<file path="src/rtl/bf_stdout_uart.sv">
// bf_stdout_uart: consumer end of the processor's stdout/stdout_en strobe.
// Each rising edge of stdout_en queues one byte into a small FIFO. The FIFO
// drains through an 8N1 UART transmitter. cpu_en throttles the processor
// while the FIFO is full, so fast printing stalls instead of dropping bytes.
//
// Ports:
//   clk        - clock; all logic runs on its rising edge
//   reset      - synchronous, active-high reset
//   run        - upstream run request
//   stdout     - byte from the processor, valid while stdout_en is high
//   stdout_en  - processor output strobe; level, may stay high while halted
//   cpu_en     - processor enable, run & ~full (combinational)
//   tx         - UART line, idle high, registered
//   busy       - a frame is on the line or bytes are still queued
//   fifo_count - current FIFO occupancy, 0..FIFO_DEPTH
//   overflow   - sticky: a byte arrived while the FIFO was full
module bf_stdout_uart #(
  parameter int CLK_DIV    = 104,
  parameter int FIFO_DEPTH = 16,
  parameter int FIFO_AW    = 4
) (
  input  logic               clk,
  input  logic               reset,
  input  logic               run,
  input  logic [7:0]         stdout,
  input  logic               stdout_en,
  output logic               cpu_en,
  output logic               tx,
  output logic               busy,
  output logic [FIFO_AW:0]   fifo_count,
  output logic               overflow
);

  typedef enum logic [1:0] {S_IDLE, S_START, S_DATA, S_STOP} state_t;

  localparam int              BW         = (CLK_DIV > 1) ? $clog2(CLK_DIV) : 1;
  localparam logic [BW-1:0]   BAUD_LAST  = BW'(CLK_DIV - 1);
  localparam logic [FIFO_AW:0] FULL_COUNT = (FIFO_AW + 1)'(FIFO_DEPTH);

  // FIFO storage and bookkeeping
  logic [7:0]         r_mem [FIFO_DEPTH];
  logic [FIFO_AW-1:0] r_wr_ptr;
  logic [FIFO_AW-1:0] r_rd_ptr;
  logic [FIFO_AW:0]   r_count;
  logic               r_overflow;
  logic               r_en_d;

  // Transmitter state
  state_t             r_state;
  logic [BW-1:0]      r_baud;
  logic [2:0]         r_bit;
  logic [7:0]         r_sh;
  logic               r_tx;

  state_t             w_state_next;
  logic [BW-1:0]      w_baud_next;
  logic [2:0]         w_bit_next;
  logic [7:0]         w_sh_next;
  logic               w_tx_next;

  logic w_accept;
  logic w_full;
  logic w_empty;
  logic w_pop;
  logic w_push;
  logic w_last_tick;

  // The strobe is a level that can persist across halts; only its rising
  // edge represents a new character.
  assign w_accept    = stdout_en & ~r_en_d;
  assign w_full      = (r_count == FULL_COUNT);
  assign w_empty     = (r_count == '0);
  assign w_pop       = (r_state == S_IDLE) & ~w_empty;
  // A pop on the same edge frees the slot, so a push into a full FIFO
  // still lands when the transmitter is taking the head.
  assign w_push      = w_accept & (~w_full | w_pop);
  assign w_last_tick = (r_baud == BAUD_LAST);

  assign cpu_en     = run & ~w_full;
  assign tx         = r_tx;
  assign busy       = (r_state != S_IDLE) | ~w_empty;
  assign fifo_count = r_count;
  assign overflow   = r_overflow;

  // Storage has no reset so it maps onto plain RAM; the pointers define
  // which entries are live.
  always_ff @(posedge clk) begin
    if (w_push) begin
      r_mem[r_wr_ptr] <= stdout;
    end
  end

  always_ff @(posedge clk) begin
    if (reset) begin
      r_wr_ptr   <= '0;
      r_rd_ptr   <= '0;
      r_count    <= '0;
      r_overflow <= 1'b0;
      r_en_d     <= 1'b0;
    end else begin
      r_en_d <= stdout_en;
      if (w_push) begin
        r_wr_ptr <= r_wr_ptr + FIFO_AW'(1);
      end
      if (w_pop) begin
        r_rd_ptr <= r_rd_ptr + FIFO_AW'(1);
      end
      case ({w_push, w_pop})
        2'b10:   r_count <= r_count + (FIFO_AW + 1)'(1);
        2'b01:   r_count <= r_count - (FIFO_AW + 1)'(1);
        default: r_count <= r_count;
      endcase
      if (w_accept & ~w_push) begin
        r_overflow <= 1'b1;
      end
    end
  end

  always_ff @(posedge clk) begin
    if (reset) begin
      r_state <= S_IDLE;
      r_baud  <= '0;
      r_bit   <= '0;
      r_sh    <= '0;
      r_tx    <= 1'b1;
    end else begin
      r_state <= w_state_next;
      r_baud  <= w_baud_next;
      r_bit   <= w_bit_next;
      r_sh    <= w_sh_next;
      r_tx    <= w_tx_next;
    end
  end

  // w_tx_next is the line level for the state being entered, which keeps
  // tx a pure register output.
  always_comb begin
    w_state_next = r_state;
    w_baud_next  = w_last_tick ? '0 : r_baud + BW'(1);
    w_bit_next   = r_bit;
    w_sh_next    = r_sh;
    w_tx_next    = r_tx;
    case (r_state)
      S_IDLE: begin
        w_tx_next   = 1'b1;
        w_baud_next = '0;
        if (w_pop) begin
          w_sh_next    = r_mem[r_rd_ptr];
          w_state_next = S_START;
          w_tx_next    = 1'b0;
        end
      end
      S_START: begin
        if (w_last_tick) begin
          w_state_next = S_DATA;
          w_bit_next   = 3'd0;
          w_tx_next    = r_sh[0];
        end
      end
      S_DATA: begin
        if (w_last_tick) begin
          w_sh_next  = {1'b0, r_sh[7:1]};
          w_bit_next = r_bit + 3'd1;
          if (r_bit == 3'd7) begin
            w_state_next = S_STOP;
            w_tx_next    = 1'b1;
          end else begin
            w_tx_next = r_sh[1];
          end
        end
      end
      S_STOP: begin
        if (w_last_tick) begin
          w_state_next = S_IDLE;
          w_tx_next    = 1'b1;
        end
      end
      default: begin
        w_state_next = S_IDLE;
        w_tx_next    = 1'b1;
      end
    endcase
  end

endmodule

</file>
<file path="config.mk">
export PLATFORM = sky130hd
export DESIGN_NAME = bf_stdout_uart
export DESIGN_NICKNAME = d
export VERILOG_FILES = /design/src/rtl/bf_stdout_uart.sv
export SDC_FILE = /design/constraint.sdc
export NUM_CORES = 1
export LEC_CHECK = 0
export ABC_CLOCK_PERIOD_IN_PS = 5400
export CAP_MARGIN = 20
export CORE_UTILIZATION = 40
export CTS_CLUSTER_DIAMETER = 50
export DETAILED_ROUTE_END_ITERATION = 7
export PLACE_DENSITY = 0.63
export SETUP_SLACK_MARGIN = 0.05
export SLEW_MARGIN = 25
export SYNTH_ARGS = -nofsm -noshare
export SYNTH_HDL_FRONTEND = slang
export SYNTH_SLANG_ARGS = --single-unit
</file>
<file path="constraint.sdc">
create_clock -name clk -period 5.4 [get_ports clk]
set_input_delay 1.35 -clock clk [delete_from_list [all_inputs] [get_ports clk]]
set_output_delay 1.35 -clock clk [all_outputs]
set_load 0.02 [all_outputs]
</file>
* After elaboration in Yosys (flattened, before gate mapping)
Memories as Yosys holds them, arrays and structs flattened. A register that Yosys moved wholly into a read port is not among the register bits.
Index checks and enable logic that the tools add are counted.
** Cells by class
- Add/subtract/negate cells :: 6
- Eq/ne operators :: 13
- Multiplexer cells :: 23
- Bitwise operators :: 11
- Reductions and logical operators :: 11
** Operator list (count)
- 8-bit two-way mux :: 2
- 8-bit one-hot mux with 2 select lines :: 1
- 2-bit two-way mux :: 5
- 2-bit inequality test, second input constant :: 5
- 5-bit one-hot mux with 2 select lines :: 1
- 3-bit AND reduction :: 3
- 4-bit by 1-bit adder with 4-bit output, second input constant :: 2
- 4-bit two-way mux :: 2
- 2-bit one-hot mux with 4 select lines :: 1
- 2-bit nonzero test :: 4
- 7-bit by 1-bit adder with 7-bit output, second input constant :: 1
- 7-bit equality test, second input constant :: 1
- 1-bit two-way mux :: 7
- 2-bit equality test, second input constant :: 3
- 3-bit two-way mux :: 2
- 3-bit one-hot mux with 2 select lines :: 1
- 5-bit by 1-bit adder with 5-bit output, second input constant :: 1
- 1-bit bitwise AND :: 5
- 5-bit equality test, second input constant :: 1
- 5-bit zero test :: 1
- 5-bit AND reduction :: 1
- 5-bit by 1-bit subtractor with 5-bit output, second input constant :: 1
- 2-bit by 1-bit equality test with 1-bit output, second input constant :: 2
- 1-bit NOT :: 4
- 6 further kinds :: 7
** Word-level totals
- Register bits :: 36
- Bits in writable memories :: 128
- Word-level logic and storage cells :: 75
- Memories :: 1
** Memories
- r_mem :: depth 16, width 8, rd ports 1, clocked after memory_dff 1, write ports 1, line 41 : logic [7:0] r_mem [FIFO_DEPTH];

* Depth between registers and ports, before layout
Gate-level depths: netlist (run 1).
- Word-level depth :: 7
- Gate-level depth with buffers :: 11
- Mapped depth without buffers :: 10

* Least setup slack after synthesis (run 1)
No wires, ideal clock.
- Kind :: input port to output port
- From :: input run
- To :: output cpu_en
- Arrival time :: 1.859 ns
- Required time :: 4.050 ns
- Path slack :: 2.191 ns
- Stages on the path :: 1
- Buffers on the path :: 0
- Cells stage by stage :: a21boi_0
** Between the ends
- Cells in the longest elaborated chain, start to end :: 1
** Ends and longest elaborated chain
- start, declared :: line 24 : input logic run,
- 1-bit bitwise AND :: line 79 : assign cpu_en = run & ~w_full;
- end, declared :: line 27 : output logic cpu_en,
No other way between the ends.

* Worst setup path in the final report (run 1)
- From :: register r_state[0]
- To :: output busy
** Between the ends
- Cells in the longest elaborated chain, start to end :: 2
** Ends and longest elaborated chain
- start, declared :: line 49 : state_t r_state;
- start signal, assigned :: line 127 : r_state <= w_state_next;
- 2-bit nonzero test :: line 81 : assign busy = (r_state != S_IDLE) | ~w_empty;
- 1-bit bitwise OR :: line 81
- end, declared :: line 29 : output logic busy,
No other way between the ends.

==> results.txt, run 1 <==
In this run the horizontal extent of the chip is 134 µm. The run gives 0 as the post-CTS resize count. The path type of the worst min-delay path is register to register. The tools report the number of distinct library cell variants in the gate-level netlist after synthesis as 51. The via count of the first global-routing pass was 3,905.

For the highest ir drop seen on vdd, the log shows 0.000244 V. Setup violations remaining at the end of the flow were counted as 0. The largest driver fanout on the critical path came out at 13.

The initial utilization of the core area, before any placement, comes to 41.4%. The run gives 679 as the total instance count after detailed placement. In the final routed layout, each cell accounts on average for 19.2 µm.

Detailed placement ended at an HPWL of 8740 µm. Clock tree synthesis found a total of 168 sinks. For the slack of the worst reg-to-reg path, the log shows 2200 ps. I/O pin total: 21. The area share of xor/xnor cells in the synthesized design came out at 1.51%. The final-report hold violation count came out at 0. The number of input and output port buffers inserted came out at 20. The tools report the number of buffers added for setup after CTS as 0. Number of warnings printed during yosys synthesis: 0. The logs give 7880 µm² for the final instance area and 21,700 µm for the wire length of the first global-routing pass. Before antenna repair, the detailed router went through 5 iterations.

The placed instances occupy a cell area of 7330 µm². Hold timing on the final database bottoms out at a slack of 455 ps. After synthesis the netlist holds a flip-flop and latch count of 168.

The logs give 3,856 for the via total after detailed routing and 66.9% for the sequential area share after synthesis. The sum of internal, switching and leakage power is 3450 µW, and the count of unresolved DRC violations after routing is 0. Routability-driven placement finished with a final weighted congestion of 0.775. The synthesized netlist devotes 7.46% of its cell area to compound gates. The number of hold buffers added after CTS was 0.

The global-route total usage across every layer was 16.6%; the arrival time reported for the critical path endpoint was 2770 ps. The run gives 0 as the number of routed nets with antenna violations. Measured against its own limit, the worst slew margin works out to 35.0%. After layout, the minimum clock period comes to 4120 ps. Number of H-tree levels: 4. TritonCTS built the clock tree.

The non-filler instance count after layout came out at 711. Counting the fill cells in the layout gives 1,444. The region available for standard cell placement spans 16,800 µm². The total detailed-routing wirelength is 13,600 µm, and the number of max-cap violations is 0.

The synthesized area came out at 6940 µm². The largest net degree at the start of global routing was 40; the first-iteration detailed-routing DRC count was 319. The final clock period utilization by the worst path is 76.3%, and the setup TNS is 0 ps.

For this design the ratio of total power to cell area is 438 nW/µm². Relative to the synthesized area, the layout overhead comes to 13.5%. 0 antenna diodes ended up in the layout. Kind of launch point of the worst setup path: a register.

The post-synthesis share of cell area spent on and, or, nand and nor gates came out at 8.69%. At the worst endpoint, the required time is 4050 ps. In this run, CTS created clock tree buffers numbering 17. The clock insertion delay at the later pin of the skew report is 420 ps, and the number of nets at the end of the flow is 504. The number of nets in the synthesized netlist is 486. After synthesis, the largest family of logic cells by area is multiplexers. After Yosys synthesis, full adders, half adders and majority gates account for 2.52% of the synthesized area. CTS placed an instance of sky130_fd_sc_hd__clkbuf_16 at the clock tree root.

Fraction of final layout cells with drive strength greater than 1: 12.0%. Using the TritonRoute via totals, the vias-per-cell ratio works out to 5.42. The maximum achievable frequency was 0.243 GHz.

The number of instances in the synthesized netlist came out at 460. Synthesized area divided by synthesized cell count: 15.1 µm². The pin slew with the least headroom to its limit came out at 975 ps.

Worst setup path category: register to primary output. The multiplexer share of the synthesized area is 10.5%. The synthesized design devotes to its leading area cell type 55.4% of total area.

The die boundary height was 134 µm; the clock edge transition at the registers on the reported setup and hold paths was 60 ps. Clock skew on the completed layout was measured at 7.00 ps. For this run the aggregate overflow at the end of global routing stands at 0. For this design the static power due to leakage is 0.00254 µW. The tools report the maximum count of clock buffers along a single path as 2. The largest total area in the synthesized netlist belongs to sky130_fd_sc_hd__edfxtp_1. STA classifies the critical path endpoint as a primary output.

Number of max-slew violations in the final report: 0. By area the synthesized netlist is led by sky130_fd_sc_hd__edfxtp_1 55%, sky130_fd_sc_hd__dfxtp_1 12%, sky130_fd_sc_hd__mux4_2 5.2%. The overall die area is 17,900 µm², and the number of rows created at floorplan is 47.

The flow ran to the end, and the final reports show no timing, DRC or antenna violations. Setup repair after global routing left no endpoint under its margin. For the number of antenna violations at the first check in global routing, the log shows 0.
path summary, 6_finish.rpt:
| path | from | to | cells after the start |
|---|---|---|---|
| worst max-delay path | r_state[0] | busy | 6 |
| worst min-delay path | r_baud[0] | r_baud[0] | 1 |
| worst max register to register | r_state[0] | r_mem[7][0] | 6 |
| worst min register to register | r_baud[0] | r_baud[0] | 1 |
stage by stage:
step | util [%] | setup WS, ps
6_report | 47.0 | 1280
3_3_place_gp | 43.7 | 1410
4_1_cts | 47.0 | 1260
3_5_place_dp | 43.7 | 1240
5_1_grt | 47.0 | 1060
2_1_floorplan | - | 2190
power breakdown:
part	internal, µW	switching [µW]	leakage (µW)
logic	351	417	0.000807
clock network	633	477	0.000255
registers	1460	114	0.00148
total	2440	1010	0.00254
cell usage in the layout, fill, tap and decap left out, types with 3 or more instances in the layout:
master                            instances
sky130_fd_sc_hd__edfxtp_1               128
sky130_fd_sc_hd__xnor2_1                  4
sky130_fd_sc_hd__nor3_1                   7
sky130_fd_sc_hd__a221oi_1                 7
sky130_fd_sc_hd__clkbuf_16               17
sky130_fd_sc_hd__mux4_2                  16
sky130_fd_sc_hd__mux2i_1                  3
sky130_fd_sc_hd__clkinv_4                 3
sky130_fd_sc_hd__nor2_1                  50
sky130_fd_sc_hd__a32oi_1                  3
sky130_fd_sc_hd__nand2b_1                 7
sky130_fd_sc_hd__clkbuf_1                 4
sky130_fd_sc_hd__nand3_1                 17
sky130_fd_sc_hd__mux2_2                   4
sky130_fd_sc_hd__o21ai_0                  9
sky130_fd_sc_hd__o31ai_1                  7
sky130_fd_sc_hd__a22oi_1                  8
sky130_fd_sc_hd__clkdlybuf4s50_1         20
sky130_fd_sc_hd__dfxtp_1                 39
sky130_fd_sc_hd__clkinvlp_4               3
sky130_fd_sc_hd__nand2_1                 12
sky130_fd_sc_hd__ha_1                    14
sky130_fd_sc_hd__buf_4                    7
sky130_fd_sc_hd__inv_1                    6
sky130_fd_sc_hd__a2111oi_0                8
sky130_fd_sc_hd__nor2b_1                 16
sky130_fd_sc_hd__xor2_1                   8
sky130_fd_sc_hd__a21oi_1                 14
sky130_fd_sc_hd__mux2_1                   3
sky130_fd_sc_hd__mux4_1                  10
sky130_fd_sc_hd__a21o_1                   3
synth_stat cells (all sizes together):
master and instances:
or3 1, dfxtp 40, buf 9, a32oi 3, clkbuf 19, ha 14, o2111ai 1, o31a 1
xnor2 4, nand3 17, a21o 3, nand2 12, nor4bb 1, nor2b 16, o211ai 1, a211o 1
and2 1, xor2 8, o21ai 10, edfxtp 128, nor3b 1, a31o 1, inv 6, o41a 1
a31oi 2, o31ai 7, mux4 26, nand4 2, nor2 50, a311oi 1, or4 1, a211oi 2
and3 2, a21boi 1, a2111oi 8, mux2 7, a221oi 7, mux2i 3, nand2b 7, o21a 1
nor3 9, a21oi 14, a22oi 8, nor4 3
state kept, by name (all words and copies together) (netlist names), named ones only:
name        cells
fifo_count      5
overflow        1
r_baud          7
r_bit           3
r_en_d          1
r_mem         128
r_rd_ptr        4
r_sh            8
r_state         2
r_wr_ptr        4
tx              1
layer usage:
layer	routed length (µm)	vias to the layer above	global-route usage, %	part of all wire [%]
li1	-	1829	-	-
met1	6120	1941	21.7	45
met2	6810	73	27.1	50
met3	560	13	4.57	4.1
met4	139	0	4.55	1.0
met5	0	-	0	0
layout make-up:
class | instances | area [µm²] | area share (%)
Clock buffer | 21 | 440 | 5.59
Clock inverter | 11 | 101 | 1.29
Inverter | 6 | 22.5 | 0.286
Multi-Input combinational cell | 258 | 2140 | 27.1
Sequential cell | 168 | 4650 | 59.0
Tap cell | 220 | 275 | 3.49
Timing Repair Buffer | 27 | 253 | 3.21
cells by family after synthesis:
| logic type | Yosys count |
|---|---|
| AOI/OAI and AO/OA | 73 |
| xor gates and xnor gates | 12 |
| adders and majority gates | 14 |
| muxes | 36 |
| and+or+nand+nor | 123 |
| buffers and inverters | 34 |
| DFF | 168 |
critical path: stages, from the launching register on:
cell	delay (ps)
sky130_fd_sc_hd__dfxtp_1	340
sky130_fd_sc_hd__inv_1	110
sky130_fd_sc_hd__ha_1	460
sky130_fd_sc_hd__inv_1	130
sky130_fd_sc_hd__nor3_2	620
sky130_fd_sc_hd__inv_1	110
sky130_fd_sc_hd__clkdlybuf4s50_1	570
(Power assumes the default switching activity.)
==> inputs of run 2 (changes only) <==
ABC_CLOCK_PERIOD_IN_PS = 3970   (was 5400)
clock period = 3.97 ns   (was 5.4 ns; I/O delays follow)
==> run 2 against run 1 <==
Against the previous run: setup slack worse by 760 ps; die area did not move; first-iteration DRC count is 2.5% higher; clock power up 41%; critical endpoint unchanged; total power up 39%; largest cell class unchanged.
==> results.txt, run 2 (synthesis results as in run 1) <==
The clock insertion delay at the later pin of the skew report is 430 ps (about the same). The number of diodes added for antenna fixing came out at 0 (unchanged). Relative to the synthesized area, the layout overhead comes to 14.6%. The wire length of the first global-routing pass is 22,300 µm (+2.9%).

The global-route congestion overflow total came out at 0 (unchanged). CTS root buffer: sky130_fd_sc_hd__clkbuf_16. The worst path uses 87.0% of the clock period. In the final layout, the registers with the most flip-flops are r_mem (128), r_sh (8), r_baud (7). The clock sink count was 168 (unchanged). Total detailed-routing wirelength: 13,900 µm (+2.1%).

The run finished with clean final reports. Based on the critical path, the design can be clocked at up to 0.290 GHz. The total length of routed met2 wires is 6830 µm (+0.23%). The number of H-tree levels came out at 4 (unchanged). The run gives 687 µm (+23%) as the routed length on met3. The number of max-cap violations is 0 (unchanged), and the data required time at the worst endpoint is 2980 ps (-1070 ps).

For the post-CTS resize count, the log shows 0 (unchanged). For the number of max-slew violations in the final report, the log shows 0 (unchanged). The clock edge transition at the registers on the reported setup and hold paths was 70 ps (about the same). Counting I/O delays and the setup requirement, the final critical path takes 3450 ps. The post-route worst setup slack is 516 ps (-764 ps), and the fraction of power consumed by combinational cells is 22.7% (+0.4 points). Setup slack after placement: 718 ps (-525 ps).

In the layout the commonest cells are 128 x sky130_fd_sc_hd__edfxtp_1, 50 x sky130_fd_sc_hd__nor2_1, 39 x sky130_fd_sc_hd__dfxtp_1. The non-filler instance count after layout came out at 719 (+1.1%). Average wire per standard cell: 19.4 µm (+0.95%). The run gives 7390 µm² (+0.82%) as the post-place instance area.

The run gives 41.4% (unchanged) as the effective utilization at floorplan. The overall die area was 17,900 µm² (unchanged); the switching portion of total power was 31.0% (+1.8 points). The leakage component of the power was 0.00260 µW (+2.2%); the maximum count of clock buffers along a single path was 2 (unchanged). The tools report the final-report hold violation count as 0 (unchanged).

The register ranked first by flip-flop count is r_mem. The number of routed nets with antenna violations was 0 (unchanged); the pin slew with the least headroom to its limit was 823 ps (-152 ps). The path type of the worst min-delay path was register to register.

The final HPWL from detailed placement was 9050 µm (+3.5%); the highest ir drop seen on vdd was 0.000407 V (+67%). The tools report the I/O pin total as 21 (unchanged). Setup repair after global routing left no endpoint under its margin. The final weighted congestion in routability-driven placement is 0.816 (+5.3%), and the number of nets at the end of the flow is 512 (+1.6%). The die width was 134 µm (unchanged). The flip-flop count of the largest register, all copies and words added was 128 (unchanged).

The number of hold-repair buffers added at the cts stage is 0 (unchanged), and the largest net degree at the start of global routing is 27 (-33%). The count of final setup violators came out at 0 (unchanged). Detailed-routing iteration count for the pre-antenna-repair pass: 5 (unchanged). The die boundary height came out at 134 µm (unchanged). The logs give 17.0% (+0.38 points) for the global-route total usage across every layer and 7950 µm² (+0.92%) for the final instance area.

The largest driver fanout on the critical path works out to 13 (unchanged). The sort of element at the end of the critical path was a primary output. The kind of launch point of the worst setup path was a register. The highest routing layer actually used is met4. The setup path with the least slack is of type register to primary output. The arrival time reported for the critical path endpoint came out at 2460 ps (-310 ps). The part of the total power dissipated in the clock network was 32.7% (+0.5 points); the first-iteration detailed-routing DRC count was 327 (+2.5%).

The logs give 47 (unchanged) for the number of rows created at floorplan and 44.6% (-1.0 points) for the sequential group share of total power. The routed metal-1 wire length is 6250 µm (+2.0%). The count of unresolved DRC violations after routing is 0 (unchanged).

The average vias per placed instance is 5.45 (+0.50%). The net switching power of the design is 1480 µW (+47%). The run gives 16,800 µm² (unchanged) as the area of the core.

Via total after detailed routing: 3,919 (+1.6%). The setup TNS was 0 ps (unchanged); the total instance count after detailed placement was 687 (+1.2%). The power density over the cells came out at 603 nW/µm² (+38%). The number of clock buffers inserted by TritonCTS is 17 (unchanged). The number of antenna violations at the first check in global routing was 0 (unchanged). The fraction of final layout cells with drive strength greater than 1 was 14.2% (+2.2 points). The via count of the first global-routing pass was 4,015 (+2.8%). The internal power was 3310 µW (+35%).

TritonCTS built the clock tree. Number of input and output port buffers inserted: 20 (unchanged). The logs give 0 (unchanged) for the number of buffers added for setup after CTS and 9.57 ps (+2.57 ps) for the setup skew after layout. Leaving out fill and tap cells, the most frequent cell in the layout is sky130_fd_sc_hd__edfxtp_1.

The tools report the relative max-transition margin as 45.0% (+10 points).
[run 2: cell count changes in the layout (fill, tap and decap cells not counted), sizes merged]
cell,change
buf,+8
clkinv,-2
bufinv,-1
inv,+8
clkbuf,-4
clkinvlp,-1
[run 2: final timing paths]
path         startpoint            to  slack [ps]  cells after the start
max          r_state[1]          busy         520                      7
min           r_baud[0]     r_baud[0]         450                      1
max reg2reg  r_state[1]  r_mem[10][3]        1370                      7
min reg2reg   r_baud[0]     r_baud[0]         450                      1
[run 2: layer usage]
metal / GRT usage, % / vias to the layer above
met2: 27.4 / 96
met1: 22.5 / 1964
met3: 4.57 / 15
met4: 4.80 / 0
met5: 0 / -
li1: - / 1844
[run 2: power by group through the flow]
stage               clock network, µW  logic, µW  registers (µW)
finish                           1570       1090            2140
global route                     1670       1190            2160
CTS                              1600       1090            2140
detailed placement                  0       1080            2180
global placement                    0       1060            2170
floorplan                           0        843            2100
[run 2: through the flow]
stage | power, µW | utilization [%] | hold slack (ps)
floorplan | 2940 | - | 418
global placement | 3240 | 44.1 | 430
detailed placement | 3260 | 44.1 | 439
CTS | 4820 | 47.4 | 454
global route | 5020 | 47.4 | 499
finish | 4790 | 47.4 | 453
[run 2: critical path: stages, from the launching register on]
cell,delay (ps)
sky130_fd_sc_hd__dfxtp_1,340
sky130_fd_sc_hd__inv_1,110
sky130_fd_sc_hd__ha_1,480
sky130_fd_sc_hd__inv_1,130
sky130_fd_sc_hd__nor3_2,180
sky130_fd_sc_hd__buf_4,200
sky130_fd_sc_hd__inv_1,60
sky130_fd_sc_hd__clkdlybuf4s50_1,530
[run 2: area by class of cell]
cell class                 instances  area, µm²
clock buffer                      17        425
clock inverter                    15        134
fill                            1444       8810
inverter                           6       22.5
multi-input combinational        258       2130
sequential                       168       4650
tap                              220        275
timing repair buffer              35        313
==> inputs of run 3 (changes only) <==
ABC_CLOCK_PERIOD_IN_PS = 3900   (was 3970)
CTS_CLUSTER_SIZE = 14   (was not set)
clock period = 3.9 ns   (was 3.97 ns; I/O delays follow)
==> run 3 against run 2 <==
Against the previous run: sequential power is essentially flat; global-route usage shrank 0.14 points; final cell count grew 0.42%; critical endpoint unchanged; flip-flop and latch count is the same; clock power shrank 3%.
==> results.txt, run 3 (synthesis results as in run 1) <==
The run finished with clean final reports. The depth of the worst hold-timing path works out to 1 (unchanged). The number of antenna violations at the first check in global routing is 0 (unchanged), and the via count of the first global-routing pass is 4,012 (-0.075%).

The tools report the count of unresolved DRC violations after routing as 0 (unchanged). The power density over the cells is 604 nW/µm² (+0.15%). The core utilization of the finished layout was 47.5% (about the same); the average wire per standard cell was 19.4 µm (+0.23%). The largest driver fanout on the critical path is 13 (unchanged), and the number of H-tree levels is 4 (unchanged).

Leaving out fill and tap cells, the most frequent cell in the layout is sky130_fd_sc_hd__edfxtp_1. The run gives 21 (unchanged) as the I/O pin total. The area of the core was 16,800 µm² (unchanged).

The number of input and output port buffers inserted is 20 (unchanged), and the global-route total usage across every layer is 16.8% (-0.14 points). The overall die area was 17,900 µm² (unchanged). The number of hold-repair buffers added at the cts stage was 0 (unchanged). The number of buffers added for setup after CTS was 0 (unchanged); the pin slew with the least headroom to its limit was 870 ps (+47.1 ps). The net switching power of the design was 1450 µW (-2.3%). The internal power was 3360 µW (+1.4%); the number of diodes added for antenna fixing was 0 (unchanged). The die boundary height was 134 µm (unchanged); the clock insertion delay at the later pin of the skew report was 430 ps (about the same).

The run gives 17 (unchanged) as the number of clock buffers inserted by TritonCTS. The depth of the worst register-to-register path was 7 (unchanged); the number of nets at the end of the flow was 515 (+0.59%). Number of max-cap violations: 0 (unchanged). The maximum count of clock buffers along a single path was 2 (unchanged).

The top cell types in the final layout, fill and taps aside, are 128 x sky130_fd_sc_hd__edfxtp_1, 50 x sky130_fd_sc_hd__nor2_1, 39 x sky130_fd_sc_hd__dfxtp_1. Arrival time reported for the critical path endpoint: 2450 ps (about the same). Average vias per placed instance: 5.50 (+0.86%). Global-route congestion overflow total: 0 (unchanged).

The run gives 168 (unchanged) as the clock sink count. The run gives 0 (unchanged) as the number of max-slew violations in the final report. The register ranked first by flip-flop count was r_mem. The path type of the worst min-delay path was register to register. The setup TNS is 0 ps (unchanged).

The area added between synthesis and finish is 14.7% (about the same), and the total detailed-routing wirelength is 14,000 µm (+0.65%). Number of rows created at floorplan: 47 (unchanged). Final clock period utilization by the worst path: 87.7%. The highest ir drop seen on vdd came out at 0.000320 V (-21%). The clock edge transition at the registers on the reported setup and hold paths came out at 60 ps (about the same). The flip-flop count of the largest register, all copies and words added is 128 (unchanged), and the first-iteration detailed-routing DRC count is 377 (+15%).

The tools report the effective utilization at floorplan as 41.4% (unchanged). Setup repair after global routing left no endpoint under its margin. The fraction of final layout cells with drive strength greater than 1 is 14.1% (-0.085 points). For the number of routed nets with antenna violations, the log shows 0 (unchanged). The wire length of the first global-routing pass is 21,900 µm (-1.9%), and the leakage component of the power is 0.00260 µW (about the same). The sum of internal, switching and leakage power came out at 4810 µW (+0.24%).

Total instance count after detailed placement: 690 (+0.44%). The largest registers in the layout are r_mem (128), r_sh (8), r_baud (7). The setup skew after layout was 10.1 ps (+0.574 ps); the maximum achievable frequency was 0.292 GHz. The post-CTS resize count came out at 0 (unchanged). The count of final setup violators was 0 (unchanged); the shortest period the worst path allows was 3420 ps. TritonCTS built the clock tree. The logs give 5 (unchanged) for the detailed-routing iteration count for the pre-antenna-repair pass and 479 ps (-36.4 ps) for the post-route worst setup slack. The die width is 134 µm (unchanged). The part of the total power dissipated in the clock network was 31.7% (-1.0 points); the largest net degree at the start of global routing was 31 (+15%). The worst setup path is captured at a primary output. The final HPWL from detailed placement came out at 8850 µm (-2.2%).

The cell sitting at the root of the clock tree is a sky130_fd_sc_hd__clkbuf_16. The switching portion of total power came out at 30.2% (-0.80 points). The non-filler instance count after layout is 722 (+0.42%), and the sequential group share of total power is 44.8% (+0.2 points). The relative max-transition margin is 41.9% (-3.1 points), and the setup slack after placement is 703 ps (-15.5 ps). The tools report the kind of launch point of the worst setup path as a register. The logs give 0 (unchanged) for the final-report hold violation count and 0.828 (+1.4%) for the final weighted congestion in routability-driven placement. The run gives 23.6% (+0.9 points) as the fraction of power consumed by combinational cells. The via total after detailed routing came out at 3,969 (+1.3%).

The critical path in this run is classified as register to primary output. The data required time at the worst endpoint is 2920 ps (-60 ps).
-- run 3: final timing paths --
kind	to	slack, ps	start
setup reg to reg	r_mem[14][1]	1360	r_state[1]
hold reg to reg	r_baud[0]	450	r_baud[0]
setup / recovery	busy	480	r_state[1]
hold / removal	r_baud[0]	450	r_baud[0]
-- run 3: routing by layer --
metal	part of all wire [%]	GRT usage [%]	vias up
met5	0	0	-
met1	45	21.5	2009
met4	1.3	7.07	0
met3	3.8	3.69	20
li1	-	-	1851
met2	49	27.6	89
-- run 3: power groups by stage --
stage | Clock, µW | Sequential [µW] | Combinational [µW]
global route | 1620 | 2170 | 1240
detailed placement | 0 | 2190 | 1130
floorplan | 0 | 2130 | 858
finish | 1520 | 2150 | 1130
global placement | 0 | 2180 | 1110
CTS | 1550 | 2150 | 1140
-- run 3: critical path, cell delays in order (launching register included) --
cell                              delay [ps]
sky130_fd_sc_hd__dfxtp_1                 350
sky130_fd_sc_hd__inv_1                   120
sky130_fd_sc_hd__ha_1                    470
sky130_fd_sc_hd__inv_1                   130
sky130_fd_sc_hd__nor3_2                  170
sky130_fd_sc_hd__buf_4                   200
sky130_fd_sc_hd__inv_1                    50
sky130_fd_sc_hd__clkdlybuf4s50_1         530
-- run 3: final cells by class --
cell class                      instances  area (µm²)
Clock inverter                         12        95.1
Sequential cell                       168        4650
Inverter                                6        22.5
Tap cell                              220         275
Multi-Input combinational cell        258        2130
Fill cell                            1432        8800
Timing Repair Buffer                   38         348
Clock buffer                           20         437
-- run 3: stage by stage --
stage                     hold slack (ps)  cell area (µm²)
after floorplan                       418             6940
after global placement                430             7420
after detailed placement              453             7420
after CTS                             463             7960
after global routing                  494             7960
final                                 452             7960
